==> src/rtl/pc_seq_pkg.sv <==
// Shared definitions for the program-counter sequencer.
// Contents: one-hot sequencer state encoding, PC width, instruction size.
package pc_seq_pkg;

    localparam int PC_W        = 8;
    localparam int INSTR_BYTES = 4;

    typedef enum logic [4:0] {
        IDLE  = 5'b00001,
        RUN   = 5'b00010,
        STEP  = 5'b00100,
        DONE  = 5'b01000,
        FAULT = 5'b10000
    } seq_state_t;

endpackage

==> src/rtl/pc_next_calc.sv <==
// Combinational next-PC selection for the sequencer.
// Ports:
//   read_addr    in  PC_W  current PC
//   se_imm       in  32    sign-extended immediate (only [5:0] is used)
//   jump_value   in  26    jump field (only [5:0] is used)
//   zero         in  1     ALU zero flag
//   branch       in  1     branch control
//   jump         in  1     jump control
//   target       out PC_W  selected next address (modulo 256)
//   is_self_jump out 1     jump whose target equals the current PC
//   out_of_range out 1     target lies at or beyond IMEM_BYTES
module pc_next_calc
    import pc_seq_pkg::*;
#(
    parameter int IMEM_BYTES = 128
) (
    input  logic [PC_W-1:0] read_addr,
    input  logic [31:0]     se_imm,
    input  logic [25:0]     jump_value,
    input  logic            zero,
    input  logic            branch,
    input  logic            jump,
    output logic [PC_W-1:0] target,
    output logic            is_self_jump,
    output logic            out_of_range
);

    logic [PC_W-1:0] pc4;
    logic [PC_W-1:0] branch_target;
    logic [PC_W-1:0] jump_target;

    // The 8-bit address space only sees the low six bits of either field.
    logic unused_bits;
    assign unused_bits = ^{se_imm[31:6], jump_value[25:6]};

    assign pc4           = read_addr + PC_W'(INSTR_BYTES);
    assign branch_target = pc4 + {se_imm[5:0], 2'b00};
    assign jump_target   = {jump_value[5:0], 2'b00};

    always_comb begin
        target = pc4;
        if (jump) begin
            target = jump_target;
        end else if (branch && zero) begin
            target = branch_target;
        end
    end

    assign is_self_jump = jump && (target == read_addr);
    // Widened compare so IMEM_BYTES=256 never faults.
    assign out_of_range = 32'(target) >= IMEM_BYTES;

endmodule

==> src/rtl/pc_sequencer.sv <==
// Program counter and run/step/stop fetch sequencer in front of the MIPS core.
// Ports:
//   clk, reset         clock and synchronous active-high reset
//   run, step, stop    level-sampled execution controls
//   SEImm, JumpValue,
//   Zero, Branch, Jump core outputs used to choose the next PC
//   ReadAddr           registered PC driven to the core
//   commit             current instruction retires at the next edge
//   running            state is RUN or STEP
//   done, fault        terminal states (self-jump / out-of-range target)
//   instr_count        saturating retired-instruction counter
//
// state | meaning
// IDLE  | PC held, waiting for run or step
// RUN   | retire every cycle until stop
// STEP  | retire one instruction, then back to IDLE
// DONE  | program finished with a jump-to-self; only reset leaves
// FAULT | target beyond instruction memory; only reset leaves
module pc_sequencer
    import pc_seq_pkg::*;
#(
    parameter logic [PC_W-1:0] RESET_PC   = 8'h00,
    parameter int              IMEM_BYTES = 128,
    parameter int              CNT_W      = 16
) (
    input  logic             clk,
    input  logic             reset,
    input  logic             run,
    input  logic             step,
    input  logic             stop,
    input  logic [31:0]      SEImm,
    input  logic [25:0]      JumpValue,
    input  logic             Zero,
    input  logic             Branch,
    input  logic             Jump,
    output logic [PC_W-1:0]  ReadAddr,
    output logic             commit,
    output logic             running,
    output logic             done,
    output logic             fault,
    output logic [CNT_W-1:0] instr_count
);

    seq_state_t      state;
    seq_state_t      state_next;
    logic            pc_load;
    logic [PC_W-1:0] target;
    logic            is_self_jump;
    logic            out_of_range;

    pc_next_calc #(
        .IMEM_BYTES(IMEM_BYTES)
    ) u_next (
        .read_addr    (ReadAddr),
        .se_imm       (SEImm),
        .jump_value   (JumpValue),
        .zero         (Zero),
        .branch       (Branch),
        .jump         (Jump),
        .target       (target),
        .is_self_jump (is_self_jump),
        .out_of_range (out_of_range)
    );

    always_ff @(posedge clk) begin
        if (reset) begin
            state <= IDLE;
        end else begin
            state <= state_next;
        end
    end

    always_comb begin
        state_next = state;
        commit     = 1'b0;
        pc_load    = 1'b0;
        case (state)
            IDLE: begin
                if (run) begin
                    state_next = RUN;
                end else if (step) begin
                    state_next = STEP;
                end
            end
            RUN, STEP: begin
                if (state == RUN && stop) begin
                    state_next = IDLE;
                end else if (out_of_range) begin
                    state_next = FAULT;
                end else if (is_self_jump) begin
                    commit     = 1'b1;
                    state_next = DONE;
                end else begin
                    commit     = 1'b1;
                    pc_load    = 1'b1;
                    state_next = (state == STEP) ? IDLE : RUN;
                end
            end
            DONE:    state_next = DONE;
            FAULT:   state_next = FAULT;
            default: state_next = IDLE;
        endcase
    end

    always_ff @(posedge clk) begin
        if (reset) begin
            ReadAddr    <= RESET_PC;
            instr_count <= '0;
        end else begin
            if (pc_load) begin
                ReadAddr <= target;
            end
            if (commit && (instr_count != {CNT_W{1'b1}})) begin
                instr_count <= instr_count + CNT_W'(1);
            end
        end
    end

    assign running = (state == RUN) || (state == STEP);
    assign done    = (state == DONE);
    assign fault   = (state == FAULT);

endmodule
==> config.mk <==
export PLATFORM = sky130hd
export DESIGN_NAME = pc_sequencer
export DESIGN_NICKNAME = d
export VERILOG_FILES = /design/src/rtl/pc_seq_pkg.sv /design/src/rtl/pc_next_calc.sv /design/src/rtl/pc_sequencer.sv
export SDC_FILE = /design/constraint.sdc
export NUM_CORES = 1
export LEC_CHECK = 0
export CELL_PAD_IN_SITES_DETAIL_PLACEMENT = 1
export CELL_PAD_IN_SITES_GLOBAL_PLACEMENT = 1
export CORE_MARGIN = 8
export CORE_UTILIZATION = 29
export CTS_CLUSTER_DIAMETER = 80
export CTS_CLUSTER_SIZE = 28
export DETAILED_ROUTE_END_ITERATION = 10
export GPL_ROUTABILITY_DRIVEN = 0
export PLACE_DENSITY_LB_ADDON = 0.1
export SYNTH_ARGS = -nofsm -noshare
export SYNTH_HDL_FRONTEND = slang
export SYNTH_SLANG_ARGS = --single-unit
export TNS_END_PERCENT = 50
==> constraint.sdc <==
create_clock -name clk -period 4.75 [get_ports clk]
set_clock_uncertainty 0.2 [all_clocks]
set_input_delay 1.425 -clock clk [delete_from_list [all_inputs] [get_ports clk]]
set_output_delay 1.425 -clock clk [all_outputs]
set_load 0.02 [all_outputs]
==> results.json <==
{
  "status": "complete, no violations",
  "row_count": 30,
  "antenna_found_initial": 0,
  "cts_root_buf": "clkbuf_8",
  "post_drt_wl_per_cell_um": 15.8,
  "crit_path_end_kind": "output pin",
  "ys_seq_area_frac": 0.290,
  "synth_top_area_frac": 0.290,
  "via_per_inst": 5.18,
  "globalRoute.totalOverflow": 0,
  "hpwl_um": 4850,
  "post-route-min-period_ps": 4720,
  "grt_usage": 0.135,
  "ys.flop_type": "dfxtp_1",
  "ys_ff_latch": 29,
  "worst-path-max-fanout": 2,
  "regArea_um2": 581,
  "grt_pass1_wl_um": 10800,
  "numCtsBuffers": 5,
  "wirelength_um": 6320,
  "drive_above_1_share": 0.231,
  "antenna_cells": 0,
  "final_cell_mix": "38 x clkdlybuf4s50_1, 34 x buf_4, 29 x dfxtp_1",
  "drc": 0,
  "clockBufferDepth": 2,
  "cts.sinks": 29,
  "critical_path_required_ps": 3120,
  "die_w_um": 99.1,
  "ys_types": 57,
  "start_util": 0.296,
  "power.total_uw": 571,
  "first_global_vias": 2225,
  "slew_viol_final": 0,
  "clk_pin_slew_ps": 70,
  "cp-start-kind": "input pin",
  "holdWs_ps": 303,
  "nFillCells": 823,
  "final_common_cell": "clkdlybuf4s50_1",
  "clk_latency_ps": 290,
  "via_count": 2076,
  "yosys-top-cells-area": "dfxtp_1 29%, mux2_2 5.1%, ha_1 4.4%",
  "die-area_um2": 9820,
  "rsz0062_at_grt": "true",
  "synth_edf_count": 0,
  "cp.arrival_ps": 3090,
  "synthArstFlopShare": 0,
  "max_freq_mhz": 212,
  "synth_top_area_cell": "dfxtp_1",
  "grt_start_max_net_pins": 38,
  "portBuffers": 47,
  "ios": 94,
  "dr.pass1.iters": 4,
  "timing.final.hold_violations": 0,
  "syn_area_um2": 2000,
  "cts_tree": "built",
  "fin_crit_sh": 0.993,
  "slew_headroom": 0.662,
  "ant_nets": 0,
  "drtIter0Drc": 73,
  "cts_hold_buf": 0,
  "tightestPinTransition_ps": 505,
  "cts.htree.levels": 2,
  "syn_nets": 316,
  "dieHeight_um": 99.1,
  "syn_avg_cell_area_um2": 8.28,
  "finalSetupViolCount": 0,
  "vdd_drop_max_v": 0.0000932,
  "area_growth_pct": 44.6,
  "fp.coreArea_um2": 6760,
  "maxCapViolations": 0,
  "ys_warn_count": 0,
  "criticalPathCategory": "in2out",
  "fin_nets": 394,
  "hold_class": "reg2reg",
  "power_density_nw_per_um2": 197,
  "multi_input_area_um2": 1410,
  "synthCells": 242,
  "leakage_nw": 1.12
}
[path summary, 6_finish.rpt]
path	from	end	slack [ps]	depth (start not counted)
max	SEImm[4]	commit	30	8
min	ReadAddr[0]$_SDFFE_PP0P_	ReadAddr[0]$_SDFFE_PP0P_	300	1
max reg2reg	ReadAddr[3]$_SDFFE_PP0P_	instr_count[4]$_SDFFE_PP0P_	1220	12
min reg2reg	ReadAddr[0]$_SDFFE_PP0P_	ReadAddr[0]$_SDFFE_PP0P_	300	1
[critical path: stages]
cell and delay, ps:
buf_2 100, ha_2 170, or2b_1 240, or4_4 550
a211o_4 370, nand3_4 80, inv_2 40, buf_6 120
[report_power, final]
| part | internal, mW | total [mW] | switching [mW] |
|---|---|---|---|
| clock | 0.101 | 0.210 | 0.109 |
| combinational | 0.0556 | 0.109 | 0.0531 |
| sequential | 0.246 | 0.252 | 0.00547 |
[cell usage after synthesis (all sizes together) (2+ instances only)]
| master | number |
|---|---|
| and4 | 2 |
| dfxtp | 29 |
| xor2 | 3 |
| clkbuf | 7 |
| inv | 6 |
| nor3b | 3 |
| nor4 | 4 |
| o31ai | 3 |
| mux2 | 9 |
| and3b | 2 |
| o22ai | 2 |
| nand3b | 2 |
| a211oi | 5 |
| and2 | 2 |
| buf | 3 |
| nand3 | 15 |
| a21o | 2 |
| nor2 | 23 |
| ha | 7 |
| and3 | 4 |
| a41oi | 2 |
| mux2i | 6 |
| a21oi | 12 |
| xnor2 | 7 |
| nand4 | 3 |
| nand2b | 5 |
| nor3 | 10 |
| nand2 | 15 |
| nor2b | 10 |
| or3 | 6 |
| o21ai | 12 |
| or4 | 3 |
| nor4b | 2 |
[per-stage QoR]
step	worst slack [ps]	cell area [um^2]	TNS (ps)	std cells	utilization
global placement	-967	2760	-967	389	0.408
finish	34.3	2900	0	401	0.429
detailed placement	-965	2760	-965	389	0.408
CTS	16.5	2890	0	401	0.428
global route	-29.9	2900	-29.9	401	0.429
floorplan	17.4	2020	0	242	-
[routing by layer]
metal	track usage	wire [um]	vias up
li1	-	-	1046
met5	0	0	-
met1	0.165	3100	991
met3	0.0391	262	6
met2	0.222	2870	33
met4	0.0477	90	0
[sequential cells by signal (all words and copies together) (netlist names)]
signal / flops
ReadAddr: 8
state: 5
instr_count: 16
[logic make-up after synthesis]
group,share of synthesized area
AO/OA/AOI/OAI,0.159
XOR/XNOR,0.0437
adder cells (fa/ha/maj),0.0537
buffers and inverters,0.0381
flip-flops,0.290
multiplexers,0.0806
AND/OR/NAND/NOR,0.335
[layout make-up]
type / count / area share
Multi-Input combinational cell: 197 / 0.486
Timing Repair Buffer: 81 / 0.241
Sequential cell: 29 / 0.200
Tap cell: 80 / 0.0346
Clock buffer: 5 / 0.0238
Inverter: 6 / 0.00778
Clock inverter: 3 / 0.00605
[timing repair]
| action | CTS | global route |
|---|---|---|
| buffers inserted | 4 | 0 |
| pin swaps | 11 | 0 |
| endpoints found under the setup margin | 1 | 1 |
| resized for setup | 32 | 2 |
No activity file was read; power rests on OpenSTA's default activity.
